File: config.mk
export PLATFORM = sky130hd
export DESIGN_NAME = alu_seq_unit
export DESIGN_NICKNAME = d
export VERILOG_FILES = /design/src/rtl/alu_seq_unit.sv
export SDC_FILE = /design/constraint.sdc
export NUM_CORES = 1
export LEC_CHECK = 0
export ABC_AREA = 1
export CORE_ASPECT_RATIO = 0.9
export CORE_MARGIN = 1
export CORE_UTILIZATION = 52
export DETAILED_ROUTE_END_ITERATION = 16
export PLACE_DENSITY = 0.7
export RECOVER_POWER = 100
export SETUP_SLACK_MARGIN = 0.1
export SLEW_MARGIN = 20
export SYNTH_ARGS = -nofsm -noshare
export SYNTH_HDL_FRONTEND = slang
export SYNTH_SLANG_ARGS = --single-unit
export TNS_END_PERCENT = 50
File: constraint.sdc
create_clock -name clk -period 20.6 [get_ports clk]
set_input_delay 6.18 -clock clk [delete_from_list [all_inputs] [get_ports clk]]
set_output_delay 6.18 -clock clk [all_outputs]
set_load 0.01 [all_outputs]
File: src/rtl/alu_seq_unit.sv
// Multi-cycle ALU beside the single-cycle execute path: stepped shifts, early-exit
// shift-add multiply and fixed-latency restoring divide, with valid/ready and flush.
module alu_seq_unit #(
    parameter int WIDTH      = 32,
    parameter int SHIFT_STEP = 4
) (
    input  logic             clk,
    input  logic             rst,
    input  logic             in_valid,
    output logic             in_ready,
    input  logic [2:0]       op_code,
    input  logic [WIDTH-1:0] operand_a,
    input  logic [WIDTH-1:0] operand_b,
    input  logic             flush,
    output logic             out_valid,
    input  logic             out_ready,
    output logic [WIDTH-1:0] result,
    output logic             overflow_flag,
    output logic             div_zero_flag,
    output logic             invalid_flag,
    output logic             busy
);
    localparam int AMT_W = $clog2(WIDTH);
    localparam int CNT_W = AMT_W + 1;

    typedef enum logic [2:0] {S_IDLE, S_SHIFT, S_MUL, S_DIV, S_DONE} state_e;
    typedef enum logic [2:0] {
        OP_SLL = 3'd0, OP_SRL, OP_SRA, OP_MUL, OP_MULHU, OP_DIVU, OP_REMU, OP_RSVD
    } op_e;

    state_e             state_q, state_d;
    op_e                op_q, op_d;
    logic [2*WIDTH-1:0] work_q, work_d;
    logic [2*WIDTH-1:0] acc_q, acc_d;
    logic [WIDTH-1:0]   b_q, b_d;
    logic [CNT_W-1:0]   cnt_q, cnt_d;
    logic [WIDTH-1:0]   result_q, result_d;
    logic               ovf_q, ovf_d, dz_q, dz_d, inv_q, inv_d;

    logic               accept;
    logic [AMT_W-1:0]   in_amt;
    logic [CNT_W-1:0]   shamt;
    logic [WIDTH-1:0]   shifted;
    logic [2*WIDTH-1:0] prod_sum;
    logic [WIDTH:0]     rem_sh;
    logic [WIDTH-1:0]   rem_diff;
    logic               rem_ge;

    // Flush wins over a simultaneous request, even in IDLE.
    assign accept = in_valid && (state_q == S_IDLE) && !flush;
    assign in_amt = operand_b[AMT_W-1:0];

    always_comb begin
        shamt = (cnt_q > CNT_W'(SHIFT_STEP)) ? CNT_W'(SHIFT_STEP) : cnt_q;
        case (op_q)
            OP_SLL:  shifted = work_q[WIDTH-1:0] << shamt;
            OP_SRA:  shifted = $signed(work_q[WIDTH-1:0]) >>> shamt;
            default: shifted = work_q[WIDTH-1:0] >> shamt;
        endcase
        prod_sum = acc_q + (b_q[0] ? work_q : '0);
        rem_sh   = {acc_q[WIDTH-1:0], work_q[WIDTH-1]};
        rem_ge   = (rem_sh >= {1'b0, b_q});
        rem_diff = rem_sh[WIDTH-1:0] - b_q;
    end

    always_comb begin
        // NOTE: every _d takes its _q value first, so no path through this block can infer a latch.
        state_d  = state_q;
        op_d     = op_q;
        work_d   = work_q;
        acc_d    = acc_q;
        b_d      = b_q;
        cnt_d    = cnt_q;
        result_d = result_q;
        ovf_d    = ovf_q;
        dz_d     = dz_q;
        inv_d    = inv_q;
        case (state_q)
            S_IDLE: if (accept) begin
                op_d   = op_e'(op_code);
                work_d = {{WIDTH{1'b0}}, operand_a};
                b_d    = operand_b;
                acc_d  = '0;
                cnt_d  = '0;
                ovf_d  = 1'b0;
                dz_d   = 1'b0;
                inv_d  = 1'b0;
                case (op_e'(op_code))
                    OP_SLL, OP_SRL, OP_SRA: begin
                        cnt_d = CNT_W'(in_amt);
                        if (in_amt == '0) begin
                            state_d  = S_DONE;
                            result_d = operand_a;
                        end else begin
                            state_d = S_SHIFT;
                        end
                    end
                    OP_MUL, OP_MULHU: begin
                        if (operand_a == '0 || operand_b == '0) begin
                            state_d  = S_DONE;
                            result_d = '0;
                        end else begin
                            state_d = S_MUL;
                        end
                    end
                    OP_DIVU, OP_REMU: begin
                        if (operand_b == '0) begin
                            state_d  = S_DONE;
                            dz_d     = 1'b1;
                            result_d = (op_e'(op_code) == OP_DIVU) ? '1 : operand_a;
                        end else begin
                            state_d = S_DIV;
                            cnt_d   = CNT_W'(WIDTH);
                        end
                    end
                    default: begin
                        state_d  = S_DONE;
                        inv_d    = 1'b1;
                        result_d = '0;
                    end
                endcase
            end
            S_SHIFT: begin
                // cnt_q holds the shift distance still to go.
                work_d[WIDTH-1:0] = shifted;
                cnt_d             = cnt_q - shamt;
                if (cnt_q <= CNT_W'(SHIFT_STEP)) begin
                    state_d  = S_DONE;
                    result_d = shifted;
                end
            end
            S_MUL: begin
                acc_d  = prod_sum;
                work_d = work_q << 1;
                b_d    = b_q >> 1;
                if (b_q[WIDTH-1:1] == '0) begin
                    state_d = S_DONE;
                    if (op_q == OP_MUL) begin
                        result_d = prod_sum[WIDTH-1:0];
                        ovf_d    = |prod_sum[2*WIDTH-1:WIDTH];
                    end else begin
                        result_d = prod_sum[2*WIDTH-1:WIDTH];
                    end
                end
            end
            S_DIV: begin
                // Quotient bits shift in at the bottom of work_q as dividend bits leave the top.
                acc_d[WIDTH-1:0]  = rem_ge ? rem_diff : rem_sh[WIDTH-1:0];
                work_d[WIDTH-1:0] = {work_q[WIDTH-2:0], rem_ge};
                cnt_d             = cnt_q - CNT_W'(1);
                if (cnt_q == CNT_W'(1)) begin
                    state_d  = S_DONE;
                    result_d = (op_q == OP_DIVU) ? {work_q[WIDTH-2:0], rem_ge}
                                                 : (rem_ge ? rem_diff : rem_sh[WIDTH-1:0]);
                end
            end
            S_DONE:  if (out_ready) state_d = S_IDLE;
            default: state_d = S_IDLE;
        endcase
        if (flush && state_q != S_IDLE) state_d = S_IDLE;
    end

    always_ff @(posedge clk or posedge rst) begin
        if (rst) begin
            state_q  <= S_IDLE;
            op_q     <= OP_SLL;
            work_q   <= '0;
            acc_q    <= '0;
            b_q      <= '0;
            cnt_q    <= '0;
            result_q <= '0;
            ovf_q    <= 1'b0;
            dz_q     <= 1'b0;
            inv_q    <= 1'b0;
        end else begin
            // NOTE: non-blocking assignments so every register samples pre-edge values.
            state_q  <= state_d;
            op_q     <= op_d;
            work_q   <= work_d;
            acc_q    <= acc_d;
            b_q      <= b_d;
            cnt_q    <= cnt_d;
            result_q <= result_d;
            ovf_q    <= ovf_d;
            dz_q     <= dz_d;
            inv_q    <= inv_d;
        end
    end

    assign in_ready      = (state_q == S_IDLE);
    assign busy          = (state_q != S_IDLE);
    assign out_valid     = (state_q == S_DONE);
    assign result        = result_q;
    assign overflow_flag = ovf_q;
    assign div_zero_flag = dz_q;
    assign invalid_flag  = inv_q;

endmodule
==> results.ini, run 1 <==
[route]
drc=0
wl_per_cell_um=20.3
routed_wl_um=90700
drtAntennaViolNets=0
dr.pass1.iters=8
via_per_inst=5.79
drt_iter0_markers=3415
num_vias=25843

[worst_setup_path]
cp-end-kind=flip-flop
crit_end=result[17]
crit_type=in2reg
crit_arrival_ns=14.46
r2r_start=state_q[1]
reg2reg_depth=15
rrSetupSlack_ns=11.27
start_kind=input pin
crit_path_max_fanout=59
critPathLaunch=flush
reg2reg_to=result[17]
critical_path_required_ns=21.04

[cells_and_area]
drive_gt1_share_pct=3.07
fin_cells=4461
final_cell_area_um2=24300
multi_input_area_um2=13900
fin_nets=4069
antenna_cells=0
area_growth_pct=10.2
final-seq-area_um2=5180
fill_cells=4482

[pwr]
ir_drop_uv=126
p_int_mw=1.69
switchingPower_mw=2.30
clkPwrFrac_pct=12.7
switching_share_pct=57.7
p_leak_nw=13.6
p_per_area_nw_per_um2=164
seq_power_share_pct=18.2
combPwrFrac_pct=69.1

[placement]
portBuffers=109
placed_cell_area_um2=23400
gp_congestion=1.05
place_inst=4415
dp_hpwl_um=71700

[synthesis]
netlist_area_um2=22100
synth_nets=4039
ys.flop_type=dfrtp_1
syn_inst=3865
synth_edf_count=0
async_flop_share_pct=100
ys_seq_elements=207
yosysWarnings=0
ys_types=57
seq_area_frac_synth_pct=23.5
syn_avg_cell_area_um2=5.71

[sta]
maxSlewViolCount=340
grt_setup_unrepaired=no
final.setup.tns_ns=0
finalHoldViolations=0
post-route-period-util_pct=68.0
clock_skew_ns=0.0202
post-route-min-period_ns=14.01
tightestPinTransition_ns=3.62
max_freq_ghz=0.0714
setup_violations=0
slew_headroom_pct=-143

[cts]
clock_path_buffers=3
insertion_delay_ns=0.57
postCtsResizedCells=0
postCtsHoldBufs=0
clockRootBuffer=clkbuf_16
clk_pin_slew_ns=0.06
cts_setup_buffers=0
htree_levels=1
tritoncts=done
cts_made_buffers=25
clock_sinks=207

[global_route]
grt_pass1_vias=22807
grt_usage_pct=41.5
grt_max_degree=83
grt_first_pass_wirelength_um=136000
grt.overflow.total=0
antenna_found_initial=3

[die]
die_x_um=219
core_um2=41800
die_area_um2=43300
initial_utilization_pct=52.8
io_pins=110
floorplan.rows=71
fp.dieH_um=197

[status]
outcome=complete, but fails checks
violations=max-capacitance violations, max-slew violations

[hold_path]
hp-class=reg2reg

[job]
max_cap_viol_count=6

==> critical path, cell delays in order <==
cell           delay [ns]
dlygate4sd3_1        0.53
inv_1                0.10
nand3_1              1.24
inv_1                1.21
nor2_1               0.19
nor2_4               0.12
clkbuf_1             1.72
inv_1                0.53
nor2_4               0.22
nand2_1              0.67
inv_1                1.35
nand2_1              0.12
nor2_1               0.16
nor2_1               0.05
==> state kept, by name (all words and copies together), names as in the netlist <==
signal         count
acc_q             64
b_q               32
cnt_q              6
div_zero_flag      1
invalid_flag       1
op_q               3
overflow_flag      1
result            32
state_q            3
work_q            64
==> cell families (layout without fill, tap and decap cells) <==
group / Yosys count / in the layout / synth area share (%)
other cells: 2 / 2 / 0.0340
xor+xnor: 32 / 32 / 1.27
compound gates: 602 / 602 / 15.3
buf+inv: 762 / 811 / 13.6
flops: 207 / 207 / 23.5
simple gates: 2154 / 2154 / 40.4
mux: 4 / 4 / 0.181
fa+ha+maj: 102 / 102 / 5.85
==> metal layers <==
layer / global-route usage [%] / part of all wire, %
met1: 60.6 / 43
met2: 57.7 / 39
met3: 10.9 / 14
met4: 15.5 / 4.4
met5: 0 / 0.041
==> power by group through the flow <==
stage / Sequential [mW] / Combinational, mW / Clock [mW]
finish: 0.727 / 2.75 / 0.507
floorplan: 0.677 / 1.83 / 0
CTS: 0.718 / 2.67 / 0.511
detailed placement: 0.722 / 2.65 / 0
global route: 0.738 / 3.00 / 0.525
global placement: 0.723 / 2.65 / 0
==> final cells by class <==
class	instances	share of cell area [%]
Sequential cell	207	21.3
Timing Repair Buffer	132	5.13
Inverter	633	9.77
Clock buffer	35	3.14
Clock inverter	11	0.715
Multi-Input combinational cell	2896	57.1
Tap cell	547	2.81
==> Yosys cell counts, drive strengths merged (2+ instances only) <==
cell type,number,area (um^2)
nor2,282,1130
nand3b,15,113
xor2,21,184
mux2i,4,40.0
inv,629,2360
nor3,18,90.1
or2,30,188
a31oi,11,68.8
clkinv,4,15.0
a211oi,2,15.0
a21o,5,37.5
clkbuf,63,236
nand4,38,253
nor4,23,150
and2,3,18.8
o21bai,7,52.6
nand2,1460,5500
nand3,276,1400
buf,66,387
or3b,5,43.8
xnor2,11,96.3
conb,2,7.51
a21oi,176,881
o21ai,274,1410
and3,3,18.8
o211ai,70,526
fa,2,40.0
dfrtp,207,5180
o22ai,43,269
o21a,4,30.0
a21boi,3,22.5
ha,100,1250
==> layout by cell type, fill, tap and decap left out, types with 17 or more instances in the layout <==
cell type	n
a21oi_1	176
buf_4	19
clkbuf_16	25
clkdlybuf4s50_1	72
dfrtp_1	206
dlygate4sd3_1	37
ha_1	100
inv_1	617
nand2_1	1455
nand3_1	275
nand4_1	37
nor2_1	272
nor3_1	17
nor4_1	22
o211ai_1	70
o21ai_0	236
o21ai_1	28
o22ai_1	42
or2_1	17
xor2_1	21
==> worst min-delay path by stage <==
stage / depth (start not counted) / start / to
after floorplan: 2 / work_q[63] / work_q[63]
after CTS: 2 / result[31] / result[31]
final: 2 / overflow_flag / overflow_flag
after detailed placement: 2 / result[31] / result[31]
after global placement: 2 / result[25] / result[25]
after global routing: 2 / result[31] / result[31]
==> per-stage QoR <==
step	power, mW	utilization (%)	hold WS (ns)	setup WS (ns)
2_1_floorplan	2.51	-	0.478	8.77
3_3_place_gp	3.37	56.0	0.472	10.08
3_5_place_dp	3.37	56.0	0.474	10.03
4_1_cts	3.90	58.3	0.491	10.58
5_1_grt	4.26	58.1	0.516	5.99
6_report	3.99	58.1	0.482	6.59
(Power assumes the default switching activity.)
==> inputs of run 2 (changes only) <==
PLACE_DENSITY = 0.73   (was 0.7)
clock period = 11.55 ns   (was 20.6 ns; I/O delays follow)
==> results.ini, run 2 (synthesis gave the netlist of run 1 again) <==
[cells_and_area]
final_cell_mix=nand2_1, inv_1, nand3_1, nor2_1, o21ai_0
top_regs=acc_q (64), work_q (64)
fill_cells=4381  ; -2.3%
fin_nets=4070  ; +0.025%
drive_gt1_share_pct=3.12  ; +0.051 points
area_growth_pct=10.1  ; about the same
layout_commonest_cell=nand2_1
antenna_cells=0  ; unchanged
finish.utilization_pct=58.1  ; about the same

[global_route]
grt_util_met2_pct=58.5  ; +0.86 points
use_met3_pct=10.6  ; -0.32 points
grt_max_degree=98  ; +18%
grt_first_pass_wirelength_um=138000  ; +1.7%
grt_use_met1_pct=62.1  ; +1.5 points
antenna_found_initial=3  ; unchanged
grt_usage_pct=42.1  ; +0.63 points
grt_pass1_vias=23049  ; +1.1%
grt.overflow.total=0  ; unchanged
busiest_layer=met1

[worst_setup_path]
cp_slowest_cell=clkbuf_1
critical_path_required_ns=12.02  ; -9.02 ns
start_kind=input pin
reg2reg_to=result[15]
crit_top_cell=inv_1
crit_end=result[15]
crit_type=in2reg
critPathLaunch=flush
path_cells=dlygate4sd3_1 -> inv_1 -> nand3_2 -> clkbuf_1 -> inv_1 -> nor2_1 -> nor2_4 -> inv_1 -> nor2_4 -> nand2_2 -> inv_1 -> or2_2 -> nand2_1 -> inv_1
crit_arrival_ns=9.32  ; -5.14 ns
reg2reg_depth=15  ; unchanged
rrSetupSlack_ns=5.25  ; -6.02 ns
cp-end-kind=flip-flop
r2r_start=state_q[1]
crit_path_max_fanout=42  ; -29%
cpPeakStageDelay_ns=1.54  ; -0.18 ns

[route]
via_per_inst=5.77  ; -0.33%
drtAntennaViolNets=0  ; unchanged
dr.pass1.iters=6  ; -2
drt_iter0_markers=3475  ; +1.8%
routed_wl_um=91200  ; +0.58%
num_vias=25759  ; -0.33%
wl_per_cell_um=20.5  ; +0.58%
drc=0  ; unchanged

[status]
violations=max-capacitance violations, max-slew violations
outcome=complete, but fails checks

[hold_path]
hp-class=reg2reg
holdPathStages=2  ; unchanged

[sta]
post-route-period-util_pct=76.6
finalHoldViolations=0  ; unchanged
final.setup.tns_ns=0  ; unchanged
layout_setup_ws_ns=2.70  ; -3.88 ns
setup_violations=0  ; unchanged
post-route-min-period_ns=8.85
max_freq_ghz=0.113
grt_setup_unrepaired=no
slew_headroom_pct=-150  ; -7.3 points
clock_skew_ns=0.0275  ; +0.00727 ns
tightestPinTransition_ns=3.73  ; +0.109 ns
maxSlewViolCount=279  ; -18%

[pwr]
p_per_area_nw_per_um2=293  ; +78%
p_leak_nw=13.6  ; -0.17%
ir_drop_uv=176  ; +40%

[placement]
dp_hpwl_um=72900  ; +1.7%
portBuffers=109  ; unchanged
gp_congestion=1.04  ; -0.71%
dp_slack_ns=4.18  ; -5.85 ns

[cts]
postCtsHoldBufs=0  ; unchanged
cts_made_buffers=25  ; unchanged
clk_pin_slew_ns=0.07  ; about the same
clockRootBuffer=clkbuf_16
clock_sinks=207  ; unchanged
tritoncts=done
cts_setup_buffers=0  ; unchanged
htree_levels=1  ; unchanged
postCtsResizedCells=0  ; unchanged
insertion_delay_ns=0.57  ; about the same
clock_path_buffers=3  ; unchanged

[die]
core_um2=41800  ; unchanged
floorplan.rows=71  ; unchanged
initial_utilization_pct=52.8  ; unchanged
fp.dieH_um=197  ; unchanged
die_x_um=219  ; unchanged
io_pins=110  ; unchanged
die_area_um2=43300  ; unchanged

[job]
max_cap_viol_count=5  ; -1

[run 2: cell count changes in the layout (fill, tap and decap cells not counted), sizes merged]
cell and change:
dlygate4sd3 +1, clkbuf -5, bufinv +1, clkinvlp +3, inv -2, clkinv +3
clkdlybuf4s50 -1
[run 2: worst min path at each step]
stage / slack (ns) / startpoint / to
6_report: 0.48 / overflow_flag / overflow_flag
5_1_grt: 0.49 / overflow_flag / overflow_flag
4_1_cts: 0.49 / overflow_flag / overflow_flag
3_5_place_dp: 0.47 / overflow_flag / overflow_flag
3_3_place_gp: 0.47 / overflow_flag / overflow_flag
2_1_floorplan: 0.48 / work_q[63] / work_q[63]
[run 2: stage by stage]
| step | std cells | hold WS (ns) | total power [mW] | instance area, um^2 |
|---|---|---|---|---|
| final | 4461 | 0.477 | 7.11 | 24300 |
| after global routing | 4461 | 0.494 | 7.61 | 24300 |
| after floorplan | 3865 | 0.478 | 4.47 | 22100 |
| after global placement | 4416 | 0.473 | 6.05 | 23400 |
| after CTS | 4461 | 0.492 | 6.96 | 24300 |
| after detailed placement | 4416 | 0.474 | 6.04 | 23400 |
[run 2: routing by layer]
metal | vias to the layer above | wire length (um)
met4 | 4 | 3690
met1 | 11781 | 40400
met3 | 183 | 11400
met2 | 1481 | 35700
met5 | - | 27
li1 | 12310 | -
[run 2: cell type report]
type                       count  area [um^2]  area share (%)
sequential                   207         5180            21.3
timing repair buffer         133         1250            5.15
clock inverter                16          226           0.932
tap                          547          684            2.82
multi-input combinational   2896        13900            57.2
clock buffer                  29          671            2.76
inverter                     633         2380            9.78
[run 2: critical path: cells and delay by family]
kind / cells / cell delay (ns)
buf+inv: 7 / 4.09
simple gates: 7 / 1.70
[run 2: power breakdown]
group	switching [mW]	internal, mW	total, mW
Sequential	0.291	1.02	1.31
Combinational	3.48	1.44	4.91
Clock	0.361	0.530	0.891
Total	4.13	2.98	7.11
